File: config.mk
export PLATFORM = sky130hd
export DESIGN_NAME = jump_trajectory_flat
export DESIGN_NICKNAME = d
export VERILOG_FILES = /design/src/rtl/jump_trajectory_if.sv /design/src/rtl/jump_trajectory.sv /design/src/flat_wrapper.sv
export SDC_FILE = /design/constraint.sdc
export NUM_CORES = 1
export LEC_CHECK = 0
export BUFFER_PORTS_ARGS = -buffer_cell sky130_fd_sc_hd__buf_2
export CAP_MARGIN = 10
export CORE_UTILIZATION = 45
export DETAILED_ROUTE_END_ITERATION = 10
export GPL_TIMING_DRIVEN = 0
export PLACE_DENSITY = 0.76
export SLEW_MARGIN = 30
export SYNTH_ARGS = -nofsm -noshare
export SYNTH_HDL_FRONTEND = slang
export SYNTH_SLANG_ARGS = --single-unit
File: constraint.sdc
create_clock -name clk_jump -period 2.8 [get_ports clk_jump]
set_input_delay 0.56 -clock clk_jump [delete_from_list [all_inputs] [get_ports clk_jump]]
set_output_delay 0.56 -clock clk_jump [all_outputs]
set_load 0.01 [all_outputs]
File: src/rtl/jump_trajectory_if.sv
// jump_trajectory_if: launch request from the game FSM and the
// flight telemetry that the trajectory block streams back.
interface jump_trajectory_if;
    logic        i_jump_en;
    logic [10:0] i_jump_v_init;
    logic        o_jump_done;
    logic [10:0] o_jump_dist;
    logic [8:0]  o_jump_height;
    logic        o_jump_busy;

    modport master (
        output i_jump_en,
        output i_jump_v_init,
        input  o_jump_done,
        input  o_jump_dist,
        input  o_jump_height,
        input  o_jump_busy
    );

    modport slave (
        input  i_jump_en,
        input  i_jump_v_init,
        output o_jump_done,
        output o_jump_dist,
        output o_jump_height,
        output o_jump_busy
    );
endinterface

File: src/rtl/jump_trajectory.sv
// jump_trajectory: ballistic jump integrator; vertical speed drops by one
// unit per physics tick while distance grows by the latched launch speed.
module jump_trajectory #(
    parameter int TICK_DIV = 98304,
    parameter int TICK_W   = 17
) (
    input  logic                clk_jump,
    input  logic                rst_jump,
    jump_trajectory_if.slave    jif
);
    typedef enum logic [1:0] {
        IDLE = 2'd0,
        FLY  = 2'd1,
        DONE = 2'd2
    } state_t;

    state_t             state_q, state_d;
    logic [6:0]         v_q, v_d;
    logic signed [8:0]  vy_q, vy_d;
    logic signed [14:0] h_acc_q, h_acc_d;
    logic [14:0]        d_acc_q, d_acc_d;
    logic [TICK_W-1:0]  cnt_q, cnt_d;
    logic [10:0]        dist_q, dist_d;
    logic [8:0]         height_q, height_d;
    logic               done_q, done_d;

    logic               tick;
    logic [6:0]         v_sat;
    logic signed [14:0] h_next;
    logic [14:0]        d_next;

    always_ff @(posedge clk_jump) begin
        if (rst_jump) begin
            state_q  <= IDLE;
            v_q      <= '0;
            vy_q     <= '0;
            h_acc_q  <= '0;
            d_acc_q  <= '0;
            cnt_q    <= '0;
            dist_q   <= '0;
            height_q <= '0;
            done_q   <= 1'b0;
        end else begin
            state_q  <= state_d;
            v_q      <= v_d;
            vy_q     <= vy_d;
            h_acc_q  <= h_acc_d;
            d_acc_q  <= d_acc_d;
            cnt_q    <= cnt_d;
            dist_q   <= dist_d;
            height_q <= height_d;
            done_q   <= done_d;
        end
    end

    always_comb begin
        state_d  = state_q;
        v_d      = v_q;
        vy_d     = vy_q;
        h_acc_d  = h_acc_q;
        d_acc_d  = d_acc_q;
        cnt_d    = cnt_q;
        dist_d   = dist_q;
        height_d = height_q;
        done_d   = done_q;

        tick   = (cnt_q == TICK_W'(TICK_DIV - 1));
        v_sat  = (jif.i_jump_v_init > 11'd127) ? 7'd127
                                               : jif.i_jump_v_init[6:0];
        h_next = h_acc_q + {{6{vy_q[8]}}, vy_q};
        d_next = d_acc_q + {8'd0, v_q};

        unique case (state_q)
            IDLE: begin
                if (jif.i_jump_en) begin
                    v_d      = v_sat;
                    vy_d     = {2'b00, v_sat};
                    h_acc_d  = '0;
                    d_acc_d  = '0;
                    cnt_d    = '0;
                    dist_d   = '0;
                    height_d = '0;
                    done_d   = 1'b0;
                    state_d  = FLY;
                end
            end
            FLY: begin
                // Abort outranks a landing tick on the same edge.
                if (!jif.i_jump_en) begin
                    state_d = IDLE;
                end else if (tick) begin
                    cnt_d   = '0;
                    vy_d    = vy_q - 9'sd1;
                    d_acc_d = d_next;
                    dist_d  = {3'b000, d_next[14:7]};
                    if (h_next <= 15'sd0 && vy_q <= 9'sd0) begin
                        h_acc_d  = '0;
                        height_d = '0;
                        done_d   = 1'b1;
                        state_d  = DONE;
                    end else begin
                        h_acc_d  = h_next;
                        height_d = h_next[13:5];
                    end
                end else begin
                    cnt_d = cnt_q + {{(TICK_W-1){1'b0}}, 1'b1};
                end
            end
            DONE: begin
                if (!jif.i_jump_en) begin
                    done_d  = 1'b0;
                    state_d = IDLE;
                end
            end
            default: state_d = IDLE;
        endcase
    end

    assign jif.o_jump_done   = done_q;
    assign jif.o_jump_dist   = dist_q;
    assign jif.o_jump_height = height_q;
    assign jif.o_jump_busy   = (state_q == FLY);
endmodule

File: src/flat_wrapper.sv
// flat-port wrapper written by rule: the top's interface ports become plain ports
module jump_trajectory_flat 
#(
    parameter int TICK_DIV = 98304,
    parameter int TICK_W   = 17
)
  (clk_jump, rst_jump, jif_i_jump_en, jif_i_jump_v_init, jif_o_jump_done, jif_o_jump_dist, jif_o_jump_height, jif_o_jump_busy);
  jump_trajectory_if jif_i ();
  input  logic clk_jump;
  input  logic rst_jump;
  input wire logic [$bits(jif_i.i_jump_en)-1:0] jif_i_jump_en;
  input wire logic [$bits(jif_i.i_jump_v_init)-1:0] jif_i_jump_v_init;
  output wire logic [$bits(jif_i.o_jump_done)-1:0] jif_o_jump_done;
  output wire logic [$bits(jif_i.o_jump_dist)-1:0] jif_o_jump_dist;
  output wire logic [$bits(jif_i.o_jump_height)-1:0] jif_o_jump_height;
  output wire logic [$bits(jif_i.o_jump_busy)-1:0] jif_o_jump_busy;
  assign jif_i.i_jump_en = jif_i_jump_en;
  assign jif_i.i_jump_v_init = jif_i_jump_v_init;
  assign jif_o_jump_done = jif_i.o_jump_done;
  assign jif_o_jump_dist = jif_i.o_jump_dist;
  assign jif_o_jump_height = jif_i.o_jump_height;
  assign jif_o_jump_busy = jif_i.o_jump_busy;
  jump_trajectory #(.TICK_DIV(TICK_DIV), .TICK_W(TICK_W)) u_core (.clk_jump(clk_jump), .rst_jump(rst_jump), .jif(jif_i));
endmodule
==> results.py, run 1 <==
metrics = {
    "outcome": {
        "outcome": "finished, violations left",
        "violations": "setup timing",
    },
    "cts": {
        "cts_tree": "yes",
        "cts.clk_slew.worst_paths_ps": 70,
        "cts_inserted_buffers": 9,
        "cts_htree_levels": 3,
        "clock_path_buffers": 2,
        "cts_root_buf": "clkbuf_8",
        "clock_sinks": 66,
        "worstSkewPairLatency_ps": 350,
    },
    "yosys": {
        "synth_area_sq_um": 4218,
        "ys_seq_area_share_pct": 31.33,
        "synth_cells": 520,
        "ys_ff_latch": 66,
        "async_reset_ff_share_pct": 0,
        "synth_edf_count": 0,
        "syn_avg_cell_area_sq_um": 8.111,
        "ys_warn_count": 0,
        "synth_ff_type": "dfxtp_1",
        "synth_cell_types": 70,
    },
    "global_route": {
        "grt_pass1_vias": 3710,
        "grt_pass1_wl_mm": 16.97,
        "grt_use_met1_pct": 27.00,
        "overflow": 0,
        "grt-busiest-layer": "met2",
        "met3_usage_pct": 5.248,
        "antenna_found_initial": 0,
        "grt_start_max_net_pins": 13,
        "grt.total_usage_pct": 21.69,
        "grt_use_met2_pct": 37.87,
    },
    "power": {
        "power_frac_clock_pct": 32.7,
        "power-per-cell-area_nw_per_um2": 422.7,
        "p_int_mw": 1.421,
        "finalPower_mw": 2.029,
        "vdd_ir_drop_max_uv": 336.4,
        "p_switching_uw": 608.1,
        "comb_power_share_pct": 18.0,
        "seq_power_share_pct": 49.4,
        "leakage_nw": 2.029,
        "switching_share_pct": 29.97,
    },
    "critical_path": {
        "critical_path_class": "flop to flop",
        "r2r_setup_slack_ps": -20,
        "cp-end-kind": "flop",
        "worstRegToRegCells": 10,
        "slowest_stage": "or4_4",
        "cp_max_fo": 4,
        "startpoint_type": "flop",
        "rr_startpoint": "u_core.vy_q[0]$_SDFFE_PP0P_",
        "reg2reg_to": "u_core.state_q[1]$_SDFFE_PP0P_",
        "required_ps": 3050,
        "cp_num_cells": 10,
        "crit_family": "compound AO/OA/AOI/OAI gates",
        "crit_buf_inv": 1,
        "max_stage_delay_ps": 440,
        "arrival_ps": 3070,
        "path_cells": "ha_4, inv_2, fa_2, nand2b_4, a21oi_2, xor2_1, or4_4, a2111oi_4, o2111ai_4, o41ai_2",
        "cp-startpoint": "u_core.vy_q[0]$_SDFFE_PP0P_",
        "cp-endpoint": "u_core.state_q[1]$_SDFFE_PP0P_",
    },
    "floorplanning": {
        "dieArea_sq_um": 9764,
        "core_sq_um": 8891,
        "die_w_um": 98.82,
        "ios": 36,
        "fp.dieH_um": 98.82,
        "rows": 34,
        "start_util_pct": 47.44,
    },
    "hold_path": {
        "hp-class": "flop to flop",
    },
    "timing": {
        "layout_setup_ws_ps": -20.50,
        "finalSetupViolations": 1,
        "maxSlewHeadroom_pct": 56.93,
        "fin_crit_ps": 2820,
        "hold_viol": 0,
        "skew_ps": 8.129,
        "fmax_mhz": 354.5,
        "final_max_slew_viol_count": 0,
        "fin_crit_sh_pct": 100.7,
        "fin_tns_setup_ps": -20.50,
        "rsz0062_at_grt": "true",
        "worstMarginPinSlew_ps": 644.9,
    },
    "placement": {
        "gp_congestion": 0.8247,
        "dp_hpwl_mm": 7.697,
        "io_buffer_count": 32,
    },
    "routing": {
        "drt_iter0_drc": 163,
        "post_drt_via_cell_ratio": 5.794,
        "final_antenna_net_count": 0,
        "dr_total_vias": 3940,
        "routedWlPerCell_um": 15.21,
        "drt-total-wl_mm": 10.34,
        "drc": 0,
        "dr.pass1.iters": 4,
    },
    "finish": {
        "layout_common_cells": "62 x dfxtp_1, 60 x nor2_1, 52 x nand2_1",
        "fill_cells": 787,
        "antenna_cells": 0,
        "layout_commonest_cell": "dfxtp_1",
        "synthToLayoutAreaGrowth_pct": 13.79,
        "final_nets": 607,
        "drive_above_1_share_pct": 18.18,
    },
    "run": {
        "cap_violations": 0,
    },
}
metal layers:
| layer | vias up | wire (um) |
|---|---|---|
| met5 | - | 0 |
| met4 | 0 | 103 |
| met3 | 10 | 556 |
| met2 | 99 | 5158 |
| met1 | 1879 | 4522 |
| li1 | 1952 | - |
how the worst min path moves through the flow:
stage | cells after the start | slack (ps) | startpoint | end
CTS | 2 | 460 | u_core.d_acc_q[5]$_SDFFE_PP0P_ | u_core.d_acc_q[5]$_SDFFE_PP0P_
global route | 2 | 480 | u_core.d_acc_q[5]$_SDFFE_PP0P_ | u_core.d_acc_q[5]$_SDFFE_PP0P_
floorplan | 2 | 430 | u_core.v_q[0]$_SDFFE_PP0P_ | u_core.v_q[0]$_SDFFE_PP0P_
detailed placement | 2 | 450 | u_core.d_acc_q[5]$_SDFFE_PP0P_ | u_core.d_acc_q[5]$_SDFFE_PP0P_
finish | 2 | 450 | u_core.d_acc_q[5]$_SDFFE_PP0P_ | u_core.d_acc_q[5]$_SDFFE_PP0P_
global placement | 2 | 440 | u_core.d_acc_q[5]$_SDFFE_PP0P_ | u_core.d_acc_q[5]$_SDFFE_PP0P_
power groups by stage:
stage	logic (mW)	registers (mW)	clock network, mW
floorplan	0.250	1.01	0
global placement	0.321	1.02	0
detailed placement	0.331	1.02	0
CTS	0.337	0.999	0.677
global route	0.407	1.00	0.714
finish	0.365	1.00	0.663
stage by stage:
step | cells | cell area [sq um] | setup slack, ps | utilization (%) | hold slack (ps)
final | 680 | 4800 | -20.50 | 53.98 | 450.6
after global placement | 662 | 4521 | -179.1 | 50.84 | 436.2
after detailed placement | 662 | 4522 | -220.0 | 50.86 | 445.4
after floorplan | 522 | 4225 | 142.0 | - | 426.2
after CTS | 677 | 4703 | -18.45 | 52.90 | 455.1
after global routing | 680 | 4800 | -110.9 | 53.98 | 477.0
cell families (layout without fill, tap and decap cells):
kind of cell	count (synthesis)	in the layout	share of synthesized area, %
fa+ha+maj	25	25	7.772
xor+xnor	33	33	7.209
simple gates	202	202	23.94
mux	2	2	0.5043
other cells	1	3	0.08891
compound gates	138	138	22.63
buf+inv	53	103	6.526
flops	66	66	31.33
repair_timing:
| item | in CTS | in global routing |
|---|---|---|
| setup endpoints to repair | 23 | 31 |
| resized for setup | 8 | 21 |
| buffers inserted | 0 | 4 |
| pin swaps | 2 | 8 |
| hold buffers | 0 | 0 |
worst min-delay path: cells and delay by family (launching register included):
family | cells | cell delay [ps]
flip-flops | 1 | 310
AND/OR/NAND/NOR | 1 | 50
AO/OA/AOI/OAI | 1 | 50
flip-flops by register name (all words and copies together), names as in the netlist:
register	cells
u_core.cnt_q	17
u_core.d_acc_q	14
u_core.h_acc_q	15
u_core.jif.o_jump_dist	1
u_core.jif.o_jump_done	1
u_core.state_q	2
u_core.v_q	7
u_core.vy_q	9
final cells by class:
type	count	area [sq um]	share of cell area [%]
clock inverter	4	20.02	0.4171
inverter	15	56.30	1.173
clock buffer	11	131.4	2.737
tap	108	135.1	2.815
sequential	66	1331	27.74
timing repair buffer	36	190.2	3.962
multi-input combinational	403	2716	56.60
buffer	37	219.0	4.562
cells in the mapped netlist, types with 4 or more instances:
cell type,number,area share [%]
a22oi_1,7,1.2
o21a_1,4,0.71
a21oi_1,27,3.2
a2111oi_0,4,0.83
buf_4,20,3.6
xnor2_1,15,3.1
clkbuf_1,16,1.4
and4_1,5,1.0
nand2_1,52,4.6
nand3_1,15,1.8
dfxtp_1,66,31
a22o_1,6,1.2
nand2b_1,7,1.0
and2_1,4,0.59
nand4_1,8,1.2
nor2b_1,6,0.89
nor2_1,61,5.4
nor3_1,14,1.7
inv_1,14,1.2
o21ai_1,14,1.7
xor2_1,16,3.3
o21bai_1,4,0.71
o21ai_0,22,2.6
and3_1,9,1.3
a31oi_1,6,0.89
ha_1,23,6.8
a32o_1,5,1.2
a21o_1,10,1.8
(Power assumes the default switching activity.)
==> inputs of run 2 (changes only) <==
--- a/config.mk
+++ b/config.mk
@@ -5,6 +5,7 @@
 export SDC_FILE = /design/constraint.sdc
 export NUM_CORES = 1
 export LEC_CHECK = 0
+export ABC_AREA = 1
 export BUFFER_PORTS_ARGS = -buffer_cell sky130_fd_sc_hd__buf_2
 export CAP_MARGIN = 10
 export CORE_UTILIZATION = 45
==> constraint.sdc (replaced) <==
create_clock -name clk_jump -period 2.8 [get_ports clk_jump]
set_input_delay 0.28 -clock clk_jump [delete_from_list [all_inputs] [get_ports clk_jump]]
set_output_delay 0.28 -clock clk_jump [all_outputs]
set_load 0.01 [all_outputs]
==> results.py, run 2 <==
metrics = {
    "yosys": {
        "async_reset_ff_share_pct": 0,
        "synth_cell_types": 49,
        "ys_seq_area_share_pct": 31.11,
        "synthTopCellsByArea": "dfxtp_1 31%, nand2_1 15%, ha_1 6.8%",
        "yosys-top-cells-count": "171 x nand2_1, 71 x inv_1, 66 x dfxtp_1, 53 x nor2_1, 41 x nand3_1",
        "synth_most_common_cell": "nand2_1",
        "ys_ff_latch": 66,
        "synth_top_cell_by_area": "dfxtp_1",
        "synth_edf_count": 0,
        "synth_cells": 625,
        "synth_area_sq_um": 4247,
        "ys_warn_count": 0,
        "syn_avg_cell_area_sq_um": 6.795,
        "synth_top_area_share_pct": 31.11,
        "synth_ff_type": "dfxtp_1",
    },
    "floorplanning": {
        "fp.dieH_um": 99.15,
        "ios": 36,
        "die_w_um": 99.15,
        "rows": 35,
        "dieArea_sq_um": 9830,
        "core_sq_um": 9196,
        "start_util_pct": 46.18,
    },
    "finish": {
        "final_nets": 708,
        "layout_commonest_cell": "nand2_1",
        "layout_common_cells": "171 x nand2_1, 71 x inv_1, 66 x dfxtp_1",
        "regMostFlops": "u_core.cnt_q",
        "synthToLayoutAreaGrowth_pct": 12.88,
        "antenna_cells": 0,
        "largest_reg_flops": 17,
        "reg_top3": "u_core.cnt_q (17), u_core.h_acc_q (15), u_core.d_acc_q (14)",
        "utilization_pct": 52.12,
        "drive_above_1_share_pct": 14.24,
    },
    "global_route": {
        "grt_start_max_net_pins": 12,
        "antenna_found_initial": 0,
        "grt.total_usage_pct": 21.58,
        "grt_pass1_wl_mm": 17.00,
        "overflow": 0,
        "grt_pass1_vias": 3749,
    },
    "critical_path": {
        "cp_max_fo": 10,
        "critical_path_class": "flop to flop",
        "arrival_ps": 2740,
        "required_ps": 3010,
        "startpoint_type": "flop",
        "cp-end-kind": "flop",
    },
    "routing": {
        "drt_iter0_drc": 235,
        "final_antenna_net_count": 0,
        "drt-total-wl_mm": 9.963,
        "drc": 0,
        "routedWlPerCell_um": 12.69,
        "dr.pass1.iters": 5,
        "dr_total_vias": 4158,
        "post_drt_via_cell_ratio": 5.297,
    },
    "cts": {
        "cts_setup_buffers": 0,
        "cts.clk_slew.worst_paths_ps": 70,
        "clock_sinks": 66,
        "cts_root_buf": "clkbuf_8",
        "worstSkewPairLatency_ps": 350,
        "clock_path_buffers": 2,
        "cts_resized": 0,
        "cts_htree_levels": 3,
        "cts_hold_buf": 0,
        "cts_tree": "yes",
        "cts_inserted_buffers": 9,
    },
    "timing": {
        "rsz0062_at_grt": "false",
        "finalSetupViolations": 0,
        "layout_setup_ws_ps": 269.8,
        "worstMarginPinSlew_ps": 568.0,
        "holdWs_ps": 201.2,
        "fin_tns_setup_ps": 0,
        "fin_crit_ps": 2530,
        "maxSlewHeadroom_pct": 62.13,
        "final_max_slew_viol_count": 0,
        "fmax_mhz": 395.2,
        "fin_crit_sh_pct": 90.36,
        "hold_viol": 0,
        "skew_ps": 8.863,
    },
    "placement": {
        "dp_slack_ps": 277.0,
        "io_buffer_count": 31,
        "gp_congestion": 0.9113,
        "dp_hpwl_mm": 7.736,
    },
    "outcome": {
        "outcome": "completed",
    },
    "power": {
        "vdd_ir_drop_max_uv": 247.5,
        "leakage_nw": 2.299,
        "power-per-cell-area_nw_per_um2": 448.1,
        "finalPower_mw": 2.148,
    },
    "hold_path": {
        "hp-class": "primary input to flop",
    },
    "run": {
        "cap_violations": 0,
    },
}
run 2: cell count changes after synthesis, sizes merged, moves of 7 or more:
cell    previous run  this run
a21o              10         1
a21oi             27        37
and3               9         1
clkbuf            16         2
inv               14        74
nand2             52       176
nand2b             7         0
nand3             15        44
nor2b              7         0
xnor2             17         8
xor2              16         5
run 2: report_power, final:
group / internal, mW / switching (mW) / total, mW
registers: 0.960 / 0.0211 / 0.981
logic: 0.0809 / 0.153 / 0.234
clock network: 0.572 / 0.360 / 0.932
run 2: metrics by stage:
step,instance area (sq um),instances
5_1_grt,4793,785
6_report,4793,785
4_1_cts,4786,785
2_1_floorplan,4254,627
3_3_place_gp,4548,769
3_5_place_dp,4548,769
run 2: final timing paths:
path | startpoint | to | slack, ps | cells after the start
max | u_core.vy_q[8]$_SDFFE_PP0P_ | u_core.state_q[1]$_SDFFE_PP0P_ | 270 | 10
min | jif_i_jump_v_init[6] | u_core.v_q[6]$_SDFFE_PP0P_ | 200 | 3
max reg2reg | u_core.vy_q[8]$_SDFFE_PP0P_ | u_core.state_q[1]$_SDFFE_PP0P_ | 270 | 10
min reg2reg | u_core.v_q[6]$_SDFFE_PP0P_ | u_core.v_q[6]$_SDFFE_PP0P_ | 460 | 2
run 2: worst max-delay path, stage by stage, from the launching register on:
cell and delay, ps:
dfxtp_1 550, ha_1 370, a21oi_1 200, a21boi_0 270, nand2_1 110, a21oi_1 220, xnor2_1 170, nand2_1 130
nand2_4 140, buf_6 160, o22ai_1 70
run 2: cells by family after synthesis:
group                    Yosys count  synth area share (%)
adder cells (fa/ha/maj)           25                 7.720
flip-flops                        66                 31.11
XOR/XNOR                          13                 2.681
buffers and inverters            105                 11.64
AND/OR/NAND/NOR                  319                 33.62
other                              1               0.08831
AO/OA/AOI/OAI                     96                 13.14
run 2: metal layers:
metal  global-route usage (%)  share of wire, %  vias up
li1                         -                 -     2121
met1                    28.49                45     1886
met2                    35.77                47      129
met3                    3.654               6.8       22
met4                    7.466               1.7        0
met5                        0                 0        -
run 2: layout make-up:
cell class | count | area, sq um
fill | 902 | 4403
multi-input combinational | 456 | 2446
sequential | 66 | 1321
inverter | 75 | 281.5
buffer | 30 | 212.7
clock buffer | 12 | 165.2
timing repair buffer | 31 | 155.1
tap | 111 | 138.9
clock inverter | 4 | 72.57
